[config.mk]
export PLATFORM = sky130hd
export DESIGN_NAME = pipelined_cla_addsub_64_flat
export DESIGN_NICKNAME = d
export VERILOG_FILES = /design/src/rtl/pipelined_cla_addsub_64_if.sv /design/src/rtl/pipelined_cla_addsub_64.sv /design/src/flat_wrapper.sv
export SDC_FILE = /design/constraint.sdc
export NUM_CORES = 1
export LEC_CHECK = 0
export CAP_MARGIN = 20
export CORE_MARGIN = 2
export CORE_UTILIZATION = 51
export DETAILED_ROUTE_END_ITERATION = 7
export PLACE_DENSITY = 0.79
export SLEW_MARGIN = 10
export SYNTH_ARGS = -nofsm -noshare
export SYNTH_HDL_FRONTEND = slang
export SYNTH_SLANG_ARGS = --single-unit
export TNS_END_PERCENT = 20
[constraint.sdc]
create_clock -name clk -period 11.77 [get_ports clk]
set_clock_uncertainty 0.05 [all_clocks]
set_input_delay 2.354 -clock clk [delete_from_list [all_inputs] [get_ports clk]]
set_output_delay 2.354 -clock clk [all_outputs]
set_load 0.02 [all_outputs]
[src/rtl/pipelined_cla_addsub_64_if.sv]
`default_nettype none
// ============================================================================
//  Interface : pipelined_cla_addsub_64_if
//  Purpose   : Operand/result bus of the pipelined 64-bit add/subtract unit.
//              The operand side uses in_valid/in_ready and the result side
//              uses out_valid/out_ready.
//  Modports  : master - drives operands and out_ready, observes results
//              slave  - the arithmetic unit itself
//  Signals   : in_valid, in_ready, a[63:0], b[63:0], cin, sub,
//              out_valid, out_ready, sum[63:0], cout, ovf
//  Revision  : 1.0 - initial release
// ============================================================================
interface pipelined_cla_addsub_64_if;
    logic        in_valid;
    logic        in_ready;
    logic [63:0] a;
    logic [63:0] b;
    logic        cin;
    logic        sub;
    logic        out_valid;
    logic        out_ready;
    logic [63:0] sum;
    logic        cout;
    logic        ovf;

    modport master (
        output in_valid, a, b, cin, sub, out_ready,
        input  in_ready, out_valid, sum, cout, ovf
    );

    modport slave (
        input  in_valid, a, b, cin, sub, out_ready,
        output in_ready, out_valid, sum, cout, ovf
    );
endinterface
`default_nettype wire

[src/rtl/pipelined_cla_addsub_64.sv]
`default_nettype none
// ============================================================================
//  Module    : pipelined_cla_addsub_64
//  Purpose   : 64-bit add/subtract unit made of four 16-bit carry lookahead
//              slices, one slice per pipeline stage. The carry/borrow passes
//              between stages in registers; upper operand slices travel down
//              a skew chain and finished lower result slices down a de-skew
//              chain. One operation per cycle, results in order, latency 4.
//  Ports     : clk  - clock, rising edge
//              rst  - asynchronous active-high reset
//              bus  - slave modport: in_valid/in_ready, a, b, cin, sub,
//                     out_valid/out_ready, sum, cout, ovf
//  Revision  : 1.0 - initial release
// ============================================================================
module pipelined_cla_addsub_64 #(
    parameter int STAGES  = 4,
    parameter int SLICE_W = 16
) (
    input  wire logic                clk,
    input  wire logic                rst,
    pipelined_cla_addsub_64_if.slave bus
);

    localparam int W = STAGES * SLICE_W;

    // 16-bit CLA slice: four 4-bit groups with group generate/propagate and
    // a lookahead carry across the groups. Returns {carry_out, sum}.
    function automatic logic [SLICE_W:0] cla_slice(
        input logic [SLICE_W-1:0] x,
        input logic [SLICE_W-1:0] y,
        input logic               ci
    );
        logic [SLICE_W-1:0]   g;
        logic [SLICE_W-1:0]   p;
        logic [SLICE_W/4-1:0] gg;
        logic [SLICE_W/4-1:0] gp;
        logic [SLICE_W/4:0]   gc;
        logic [SLICE_W:0]     c;
        g = x & y;
        p = x ^ y;
        for (int j = 0; j < SLICE_W/4; j++) begin
            gg[j] = g[4*j+3]
                  | (p[4*j+3] & g[4*j+2])
                  | (p[4*j+3] & p[4*j+2] & g[4*j+1])
                  | (p[4*j+3] & p[4*j+2] & p[4*j+1] & g[4*j]);
            gp[j] = &p[4*j +: 4];
        end
        gc[0] = ci;
        gc[1] = gg[0] | (gp[0] & ci);
        gc[2] = gg[1] | (gp[1] & gg[0]) | (gp[1] & gp[0] & ci);
        gc[3] = gg[2] | (gp[2] & gg[1]) | (gp[2] & gp[1] & gg[0])
              | (gp[2] & gp[1] & gp[0] & ci);
        gc[4] = gg[3] | (gp[3] & gg[2]) | (gp[3] & gp[2] & gg[1])
              | (gp[3] & gp[2] & gp[1] & gg[0]) | (&gp & ci);
        c = '0;
        for (int j = 0; j < SLICE_W/4; j++) begin
            c[4*j] = gc[j];
            for (int i = 0; i < 3; i++) begin
                c[4*j+i+1] = g[4*j+i] | (p[4*j+i] & c[4*j+i]);
            end
        end
        c[SLICE_W] = gc[SLICE_W/4];
        return {c[SLICE_W], p ^ c[SLICE_W-1:0]};
    endfunction

    // ------------------------------------------------------------------
    // Handshake: the whole pipe shifts whenever the output slot is free
    // or being drained, so capacity is exactly one op per stage.
    // ------------------------------------------------------------------
    logic advance;
    logic accept;
    logic out_valid_q;

    assign advance      = ~out_valid_q | bus.out_ready;
    assign accept       = bus.in_valid & advance;
    assign bus.in_ready = advance;

    // ------------------------------------------------------------------
    // Stage registers. sN_a_q/sN_b_q hold the slices not yet added (skew
    // chain), sN_res_q the finished low slices (de-skew chain), sN_c_q the
    // carry into the next slice.
    // ------------------------------------------------------------------
    logic                     s0_valid_q, s0_sub_q, s0_c_q;
    logic [SLICE_W-1:0]       s0_res_q;
    logic [W-SLICE_W-1:0]     s0_a_q, s0_b_q;

    logic                     s1_valid_q, s1_sub_q, s1_c_q;
    logic [2*SLICE_W-1:0]     s1_res_q;
    logic [W-2*SLICE_W-1:0]   s1_a_q, s1_b_q;

    logic                     s2_valid_q, s2_sub_q, s2_c_q;
    logic [3*SLICE_W-1:0]     s2_res_q;
    logic [W-3*SLICE_W-1:0]   s2_a_q, s2_b_q;

    logic [W-1:0]             sum_q;
    logic                     cout_q, ovf_q;

    // Subtraction is a + ~b + ~borrow_in; the operand inversion happens
    // once at entry so every slice is a plain adder.
    logic [W-1:0]   bi_d;
    logic           c0_d;
    logic [SLICE_W:0] s0_cla_d, s1_cla_d, s2_cla_d, s3_cla_d;
    logic           c63_d;

    assign bi_d     = bus.sub ? ~bus.b : bus.b;
    assign c0_d     = bus.sub ^ bus.cin;
    assign s0_cla_d = cla_slice(bus.a[SLICE_W-1:0], bi_d[SLICE_W-1:0], c0_d);
    assign s1_cla_d = cla_slice(s0_a_q[SLICE_W-1:0], s0_b_q[SLICE_W-1:0], s0_c_q);
    assign s2_cla_d = cla_slice(s1_a_q[SLICE_W-1:0], s1_b_q[SLICE_W-1:0], s1_c_q);
    assign s3_cla_d = cla_slice(s2_a_q, s2_b_q, s2_c_q);

    // Carry into bit 63 recovered from the top sum bit: s = a ^ b ^ c.
    assign c63_d = s3_cla_d[SLICE_W-1] ^ s2_a_q[SLICE_W-1] ^ s2_b_q[SLICE_W-1];

    always_ff @(posedge clk or posedge rst) begin
        if (rst) begin
            s0_valid_q  <= 1'b0;
            s0_sub_q    <= 1'b0;
            s0_c_q      <= 1'b0;
            s0_res_q    <= '0;
            s0_a_q      <= '0;
            s0_b_q      <= '0;
            s1_valid_q  <= 1'b0;
            s1_sub_q    <= 1'b0;
            s1_c_q      <= 1'b0;
            s1_res_q    <= '0;
            s1_a_q      <= '0;
            s1_b_q      <= '0;
            s2_valid_q  <= 1'b0;
            s2_sub_q    <= 1'b0;
            s2_c_q      <= 1'b0;
            s2_res_q    <= '0;
            s2_a_q      <= '0;
            s2_b_q      <= '0;
            out_valid_q <= 1'b0;
            sum_q       <= '0;
            cout_q      <= 1'b0;
            ovf_q       <= 1'b0;
        end else if (advance) begin
            // Valid bits always shift so bubbles move with the data; the
            // payload only loads behind a valid op to avoid needless toggling.
            s0_valid_q  <= accept;
            s1_valid_q  <= s0_valid_q;
            s2_valid_q  <= s1_valid_q;
            out_valid_q <= s2_valid_q;

            if (accept) begin
                s0_sub_q <= bus.sub;
                s0_c_q   <= s0_cla_d[SLICE_W];
                s0_res_q <= s0_cla_d[SLICE_W-1:0];
                s0_a_q   <= bus.a[W-1:SLICE_W];
                s0_b_q   <= bi_d[W-1:SLICE_W];
            end
            if (s0_valid_q) begin
                s1_sub_q <= s0_sub_q;
                s1_c_q   <= s1_cla_d[SLICE_W];
                s1_res_q <= {s1_cla_d[SLICE_W-1:0], s0_res_q};
                s1_a_q   <= s0_a_q[W-SLICE_W-1:SLICE_W];
                s1_b_q   <= s0_b_q[W-SLICE_W-1:SLICE_W];
            end
            if (s1_valid_q) begin
                s2_sub_q <= s1_sub_q;
                s2_c_q   <= s2_cla_d[SLICE_W];
                s2_res_q <= {s2_cla_d[SLICE_W-1:0], s1_res_q};
                s2_a_q   <= s1_a_q[W-2*SLICE_W-1:SLICE_W];
                s2_b_q   <= s1_b_q[W-2*SLICE_W-1:SLICE_W];
            end
            if (s2_valid_q) begin
                sum_q  <= {s3_cla_d[SLICE_W-1:0], s2_res_q};
                cout_q <= s2_sub_q ^ s3_cla_d[SLICE_W];
                ovf_q  <= s3_cla_d[SLICE_W] ^ c63_d;
            end
        end
    end

    assign bus.out_valid = out_valid_q;
    assign bus.sum       = sum_q;
    assign bus.cout      = cout_q;
    assign bus.ovf       = ovf_q;

endmodule
`default_nettype wire

[src/flat_wrapper.sv]
// flat-port wrapper written by rule: the top's interface ports become plain ports
module pipelined_cla_addsub_64_flat 
#(
    parameter int STAGES  = 4,
    parameter int SLICE_W = 16
)
  (clk, rst, bus_in_valid, bus_a, bus_b, bus_cin, bus_sub, bus_out_ready, bus_in_ready, bus_out_valid, bus_sum, bus_cout, bus_ovf);
  pipelined_cla_addsub_64_if bus_i ();
  input  wire logic clk;
  input  wire logic rst;
  input wire logic [$bits(bus_i.in_valid)-1:0] bus_in_valid;
  input wire logic [$bits(bus_i.a)-1:0] bus_a;
  input wire logic [$bits(bus_i.b)-1:0] bus_b;
  input wire logic [$bits(bus_i.cin)-1:0] bus_cin;
  input wire logic [$bits(bus_i.sub)-1:0] bus_sub;
  input wire logic [$bits(bus_i.out_ready)-1:0] bus_out_ready;
  output wire logic [$bits(bus_i.in_ready)-1:0] bus_in_ready;
  output wire logic [$bits(bus_i.out_valid)-1:0] bus_out_valid;
  output wire logic [$bits(bus_i.sum)-1:0] bus_sum;
  output wire logic [$bits(bus_i.cout)-1:0] bus_cout;
  output wire logic [$bits(bus_i.ovf)-1:0] bus_ovf;
  assign bus_i.in_valid = bus_in_valid;
  assign bus_i.a = bus_a;
  assign bus_i.b = bus_b;
  assign bus_i.cin = bus_cin;
  assign bus_i.sub = bus_sub;
  assign bus_i.out_ready = bus_out_ready;
  assign bus_in_ready = bus_i.in_ready;
  assign bus_out_valid = bus_i.out_valid;
  assign bus_sum = bus_i.sum;
  assign bus_cout = bus_i.cout;
  assign bus_ovf = bus_i.ovf;
  pipelined_cla_addsub_64 #(.STAGES(STAGES), .SLICE_W(SLICE_W)) u_core (.clk(clk), .rst(rst), .bus(bus_i));
endmodule
==> results of run 1 <==
tightest hold or removal path: stages, from the launching register on:
cell     delay [ns]
dfrtp_1        0.33
nand2_1        0.05
nand2_1        0.06
synth_stat cells, types with 2 or more instances:
library cell | n | area (µm²)
ha_1 | 64 | 801
a31oi_1 | 2 | 12.5
buf_2 | 42 | 210
o31ai_1 | 2 | 15.0
a21oi_1 | 20 | 100
clkbuf_1 | 15 | 56.3
or3_1 | 2 | 12.5
nor2b_1 | 5 | 31.3
nor2_1 | 10 | 37.5
mux2_1 | 218 | 2450
a32oi_1 | 2 | 17.5
nand4_1 | 2 | 12.5
nand2b_1 | 3 | 18.8
xor2_1 | 31 | 272
nand3_1 | 7 | 35.0
buf_1 | 6 | 22.5
a21o_1 | 4 | 30.0
nor4b_1 | 2 | 17.5
xnor2_1 | 54 | 473
and2_1 | 2 | 12.5
nand2_1 | 252 | 946
o21ai_0 | 5 | 25.0
dfrtp_1 | 364 | 9110
and4_1 | 5 | 43.8
o21ai_1 | 96 | 480
inv_1 | 66 | 248
fa_1 | 48 | 961
placed cells by master (no fill, tap or decap), types with 2 or more instances in the layout:
cell             synthesis  layout
nor2_1                  10      10
inv_1                   66      65
xnor2_1                 54      54
clkbuf_8                 0       7
nand3_1                  7       7
a21oi_1                 20      20
buf_12                   0       2
nor4b_1                  2       2
clkdlybuf4s50_1          0     200
nor2b_1                  5       5
nand2_4                  0       4
and4_1                   5       5
nand4_1                  2       2
a31oi_1                  2       2
clkinv_2                 0       5
bufinv_16                0       4
clkbuf_1                15       8
fa_1                    48      48
a21o_1                   4       4
a32oi_1                  2       2
nand2b_1                 3       3
nand2_1                252     248
o21ai_0                  5       5
buf_4                    0       6
o31ai_1                  2       2
dfrtp_1                364     364
o21ai_1                 96      96
or3_1                    2       2
ha_1                    64      64
mux2_1                 218     218
xor2_1                  31      31
clkbuf_16                0      41
clkinvlp_4               0       5
power by group:
part / leakage (nW) / switching (W) / internal [W]
registers: 4.45 / 0.000340 / 0.00181
clock network: 0.642 / 0.000478 / 0.000768
logic: 4.29 / 0.00101 / 0.000957
total: 9.39 / 0.00183 / 0.00353
cell families (layout without fill, tap and decap cells):
| kind of cell | count (synthesis) | count (layout) |
|---|---|---|
| compound gates | 144 | 144 |
| xor+xnor | 85 | 85 |
| fa+ha+maj | 112 | 112 |
| buf+inv | 130 | 345 |
| flops | 364 | 364 |
| mux | 218 | 218 |
| simple gates | 292 | 292 |
stage by stage:
stage / instance area [µm²] / util [%] / hold slack [ns] / setup slack, ns / power (W)
4_1_cts: 20300 / 62.9 / 0.424 / 5.36 / 0.00543
5_1_grt: 20300 / 63.0 / 0.442 / 5.30 / 0.00578
2_1_floorplan: 16600 / - / 0.388 / 4.48 / 0.00345
3_5_place_dp: 19000 / 58.8 / 0.409 / 5.29 / 0.00414
3_3_place_gp: 19000 / 58.8 / 0.402 / 5.40 / 0.00403
6_report: 20300 / 63.0 / 0.420 / 5.36 / 0.00537
final timing paths:
check | startpoint | endpoint | slack (ns) | depth (start not counted)
min in group asynchronous | rst | u_core.bus.sum[28] | 2.28 | 3
max in group asynchronous | rst | u_core.s2_sub_q | 7.82 | 4
hold / removal | u_core.s0_a_q[39] | u_core.s0_a_q[39] | 0.42 | 2
setup reg to reg | u_core.s2_b_q[0] | u_core.bus.ovf | 7.79 | 12
setup / recovery | bus_out_ready | bus_in_ready | 5.36 | 3
hold reg to reg | u_core.s0_a_q[39] | u_core.s0_a_q[39] | 0.42 | 2
per-layer routing:
metal	vias up	GRT usage [%]
met3	69	4.56
li1	4840	-
met1	5113	26.5
met4	0	6.43
met2	229	34.8
met5	-	0
final cells by class:
class	instances	area, µm²
inverter	67	255
timing repair buffer	209	2110
fill	2442	12000
sequential	364	9110
clock buffer	56	1150
clock inverter	13	175
tap	442	553
multi-input combinational	851	6980
sequential cells by signal, indices dropped and copies added (netlist names):
register / cells
u_core.s0_res_q: 16
u_core.s1_c_q: 1
u_core.s2_c_q: 1
u_core.s0_a_q: 48
u_core.bus.cout: 1
u_core.s1_a_q: 32
u_core.s1_b_q: 32
u_core.s0_c_q: 1
u_core.s2_res_q: 48
u_core.bus.out_valid: 1
u_core.bus.sum: 64
u_core.bus.ovf: 1
u_core.s2_a_q: 16
u_core.s2_b_q: 16
u_core.s1_res_q: 32
u_core.s2_sub_q: 1
u_core.s0_b_q: 48
u_core.s2_valid_q: 1
u_core.s1_valid_q: 1
u_core.s1_sub_q: 1
u_core.s0_valid_q: 1
u_core.s0_sub_q: 1
==> results.yml, run 1 <==
outcome:
  status: "complete, no violations"
setup_path:
  crit_type: "in -> out"
  cp_common_cell: "clkdlybuf4s50_1"
  crit_fanout: 10
  cp.arrival_ns: 4.01
  path_cells: "clkdlybuf4s50_1 -> nand2b_1 -> clkdlybuf4s50_1"
  slowest_stage: "clkdlybuf4s50_1"
  critPathRequiredTime_ns: 9.37
  cp.buffers_inverters: 2
  slowest_delay_ns: 0.72
  crit_path_end_kind: "primary output"
  cp_top_family: "buffers and inverters"
  startpoint_type: "input port"
global_route:
  grt_overflow: 0
  grt_pass1_vias: 11000
  grt_pass1_wl_mm: 55.3
  grt_usage_pct: 20.6
  grt_start_max_net_pins: 188
  antenna_found_initial: 1
detailed_routing:
  drt_iter0_markers: 486
  post_drt_wl_per_cell_um: 16.6
  avgViaCountPerCell: 5.12
  drt-met1-wl_mm: 14.4
  num_vias: 10300
  dr_wl_met2_mm: 16.1
  postRouteAntennaNets: 0
  drc: 0
  highest_layer: "met4"
  firstDrtPassIters: 4
  wl_met3_mm: 1.89
  wirelength_mm: 33.2
place:
  dp.cells: 1932
  dpl.hpwl_mm: 22.0
  gp_congestion: 0.799
  io_buffers: 201
synth:
  syn-num-nets: 1591
  yosys_warnings: 0
  ys_types: 43
  synth_area_um2: 16600
  synth_ff_type: "dfrtp_1"
  synth_edf_count: 0
  synth_top_family_by_area: "multiplexers"
  synthMuxAreaShare_pct: 14.8
  yosysSeqAreaShare_pct: 54.9
  synth_compound_area_share_pct: 4.85
  ys_async_sr_fraction_pct: 100
  yosys.area_share.adder_pct: 10.6
  synth.avg_cell_area_um2: 12.3
  synthCells: 1345
  yosys.area_share.xor_xnor_pct: 4.49
  ys_ff_latch: 364
  synth-simple-area-share_pct: 7.11
die:
  core_area_um2: 32300
  dieWidth_um: 184
  die_area_um2: 34000
  ioPinCount: 202
  die_h_um: 184
  initial_core_util_pct: 51.4
  rows: 66
sta:
  tightest_slew_ns: 1.13
  rsz0062_at_grt: "no"
  max_freq_mhz: 156
  fin_crit_ns: 6.41
  relSlewSlack_pct: 24.9
  final-setup-viol-count: 0
  fin_crit_sh_pct: 54.5
  setup-tns-final_ns: 0
  hold_viol: 0
  slew_viol_final: 0
clocking:
  cts_setup_buffers: 0
  clkTransAtPathRegs_ns: 0.06
  cts_tree: "yes"
  clk_latency_ns: 0.51
  cts_buffers: 38
  clk_path_buf_depth: 3
  cts_root_buf: "clkbuf_16"
  ctsHoldBuffers: 0
  cts_max_level: 2
  clock_sinks: 364
  cts_resized: 0
power_and_ir_drop:
  ir_drop_mv: 0.136
  pwr_density_cell_nw_per_um2: 264
  power.leakage_nw: 9.39
final_layout:
  nets: 1777
  fin_cells: 2002
  syn_to_final_growth_pct: 22.5
  drive_gt1_share_pct: 5.32
  diodes: 0
job:
  maxCapViolations: 0
hold_path:
  min_path_type: "reg -> reg"
Note: power is estimated with default switching activity, not from simulation.
==> run 2, diff against run 1 <==
CORE_UTILIZATION = 56   (was 51)
PLACE_DENSITY = 0.82   (was 0.79)
clock period = 6.7 ns   (was 11.77 ns; I/O delays follow)
==> results.yml, run 2 (synthesis gave the netlist of run 1 again) <==
outcome:
  status: "complete, no violations"
final_layout:
  final_common_cell: "dfrtp_1"
  drive_gt1_share_pct: 5.50
  final_util_pct: 68.8
  largest_register_ffs: 64
  final_cell_mix: "dfrtp_1 (364), nand2_1 (248), mux2_1 (218)"
  fin_cells: 1954
  syn_to_final_growth_pct: 21.9
  nets: 1782
die:
  initial_core_util_pct: 56.4
  dieWidth_um: 176
  rows: 63
  die_area_um2: 31000
  core_area_um2: 29400
  die_h_um: 176
  ioPinCount: 202
sta:
  setup-tns-final_ns: 0
  fin_crit_ns: 4.48
  final-setup-viol-count: 0
  rsz0062_at_grt: "no"
  fin_crit_sh_pct: 66.9
  max_freq_mhz: 223
  relSlewSlack_pct: 30.1
  hold_viol: 0
  slew_viol_final: 0
  tightest_slew_ns: 1.05
job:
  maxCapViolations: 0
clocking:
  cts_max_level: 2
  cts_tree: "yes"
  cts_root_buf: "clkbuf_16"
  clkTransAtPathRegs_ns: 0.06
  clk_latency_ns: 0.52
  cts_buffers: 39
  cts_resized: 0
  clk_path_buf_depth: 3
  clock_sinks: 364
  ctsHoldBuffers: 0
  cts_setup_buffers: 0
global_route:
  grt_start_max_net_pins: 156
  grt_pass1_wl_mm: 56.7
  grt_pass1_vias: 11200
  grt_usage_pct: 23.0
  grt_overflow: 0
  antenna_found_initial: 1
setup_path:
  cp.arrival_ns: 3.09
  startpoint_type: "input port"
  crit_type: "in -> out"
  crit_fanout: 10
  critPathRequiredTime_ns: 5.31
  crit_path_end_kind: "primary output"
detailed_routing:
  post_drt_wl_per_cell_um: 17.5
  avgViaCountPerCell: 5.32
  wirelength_mm: 34.1
  firstDrtPassIters: 4
  postRouteAntennaNets: 0
  drt_iter0_markers: 576
  num_vias: 10400
  drc: 0
place:
  dp.cells: 1884
  dpl.hpwl_mm: 22.6
  gp_congestion: 0.827
  io_buffers: 201
hold_path:
  min_path_type: "reg -> reg"
power_and_ir_drop:
  ir_drop_mv: 0.226
  pwr_density_cell_nw_per_um2: 465
  power.leakage_nw: 9.39
==> run 2: cell count changes in the layout (fill, tap and decap cells not counted) <==
cell        previous run  this run
clkinvlp_4             5         1
inv_6                  0         1
bufinv_16              4         1
buf_16                 1         0
diode_2                0         1
buf_4                  6        11
clkinv_2               5         6
clkbuf_8               7        11
==> run 2: path summary, 6_finish.rpt <==
| kind | startpoint | endpoint | slack (ns) | cells past startpoint |
|---|---|---|---|---|
| max | bus_out_ready | bus_in_ready | 2.22 | 3 |
| min | u_core.s0_res_q[8] | u_core.s1_res_q[8] | 0.41 | 1 |
| max reg2reg | u_core.s2_b_q[0] | u_core.bus.ovf | 2.59 | 12 |
| min reg2reg | u_core.s0_res_q[8] | u_core.s1_res_q[8] | 0.41 | 1 |
| max in group asynchronous | rst | u_core.bus.sum[60] | 4.17 | 4 |
| min in group asynchronous | rst | u_core.bus.sum[34] | 1.10 | 2 |
==> run 2: metal layers <==
metal	vias up	track usage [%]	wire length, µm
met5	-	0	0
met4	0	8.13	1010
met3	73	4.52	1770
met2	222	38.2	16400
met1	5243	30.5	14900
li1	4861	-	-
==> run 2: through the flow <==
stage / instance area, µm² / worst slack (ns) / hold slack [ns] / power, W
floorplan: 16600 / 0.428 / 0.388 / 0.00606
global placement: 18900 / 1.99 / 0.400 / 0.00711
detailed placement: 18900 / 1.91 / 0.405 / 0.00733
CTS: 20200 / 2.23 / 0.415 / 0.00951
global route: 20200 / 2.15 / 0.443 / 0.0101
finish: 20200 / 2.22 / 0.410 / 0.00941
==> run 2: critical path: stages <==
cell and delay [ns]:
clkdlybuf4s50_1 0.51, nand2b_1 0.52, clkdlybuf4s50_1 0.72
==> run 2: area by class of cell <==
type | instances | area (µm²)
antenna | 1 | 2.50
inverter | 67 | 255
clock inverter | 8 | 68.8
clock buffer | 60 | 1210
timing repair buffer | 213 | 2120
sequential | 364 | 9110
tap | 390 | 488
multi-input combinational | 851 | 6980
fill | 2060 | 9170
==> run 2: power by group <==
group | internal, W | switching (W) | total [W]
Sequential | 0.00318 | 0.000601 | 0.00378
Combinational | 0.00169 | 0.00183 | 0.00352
Clock | 0.00128 | 0.000841 | 0.00212
Total | 0.00615 | 0.00327 | 0.00941
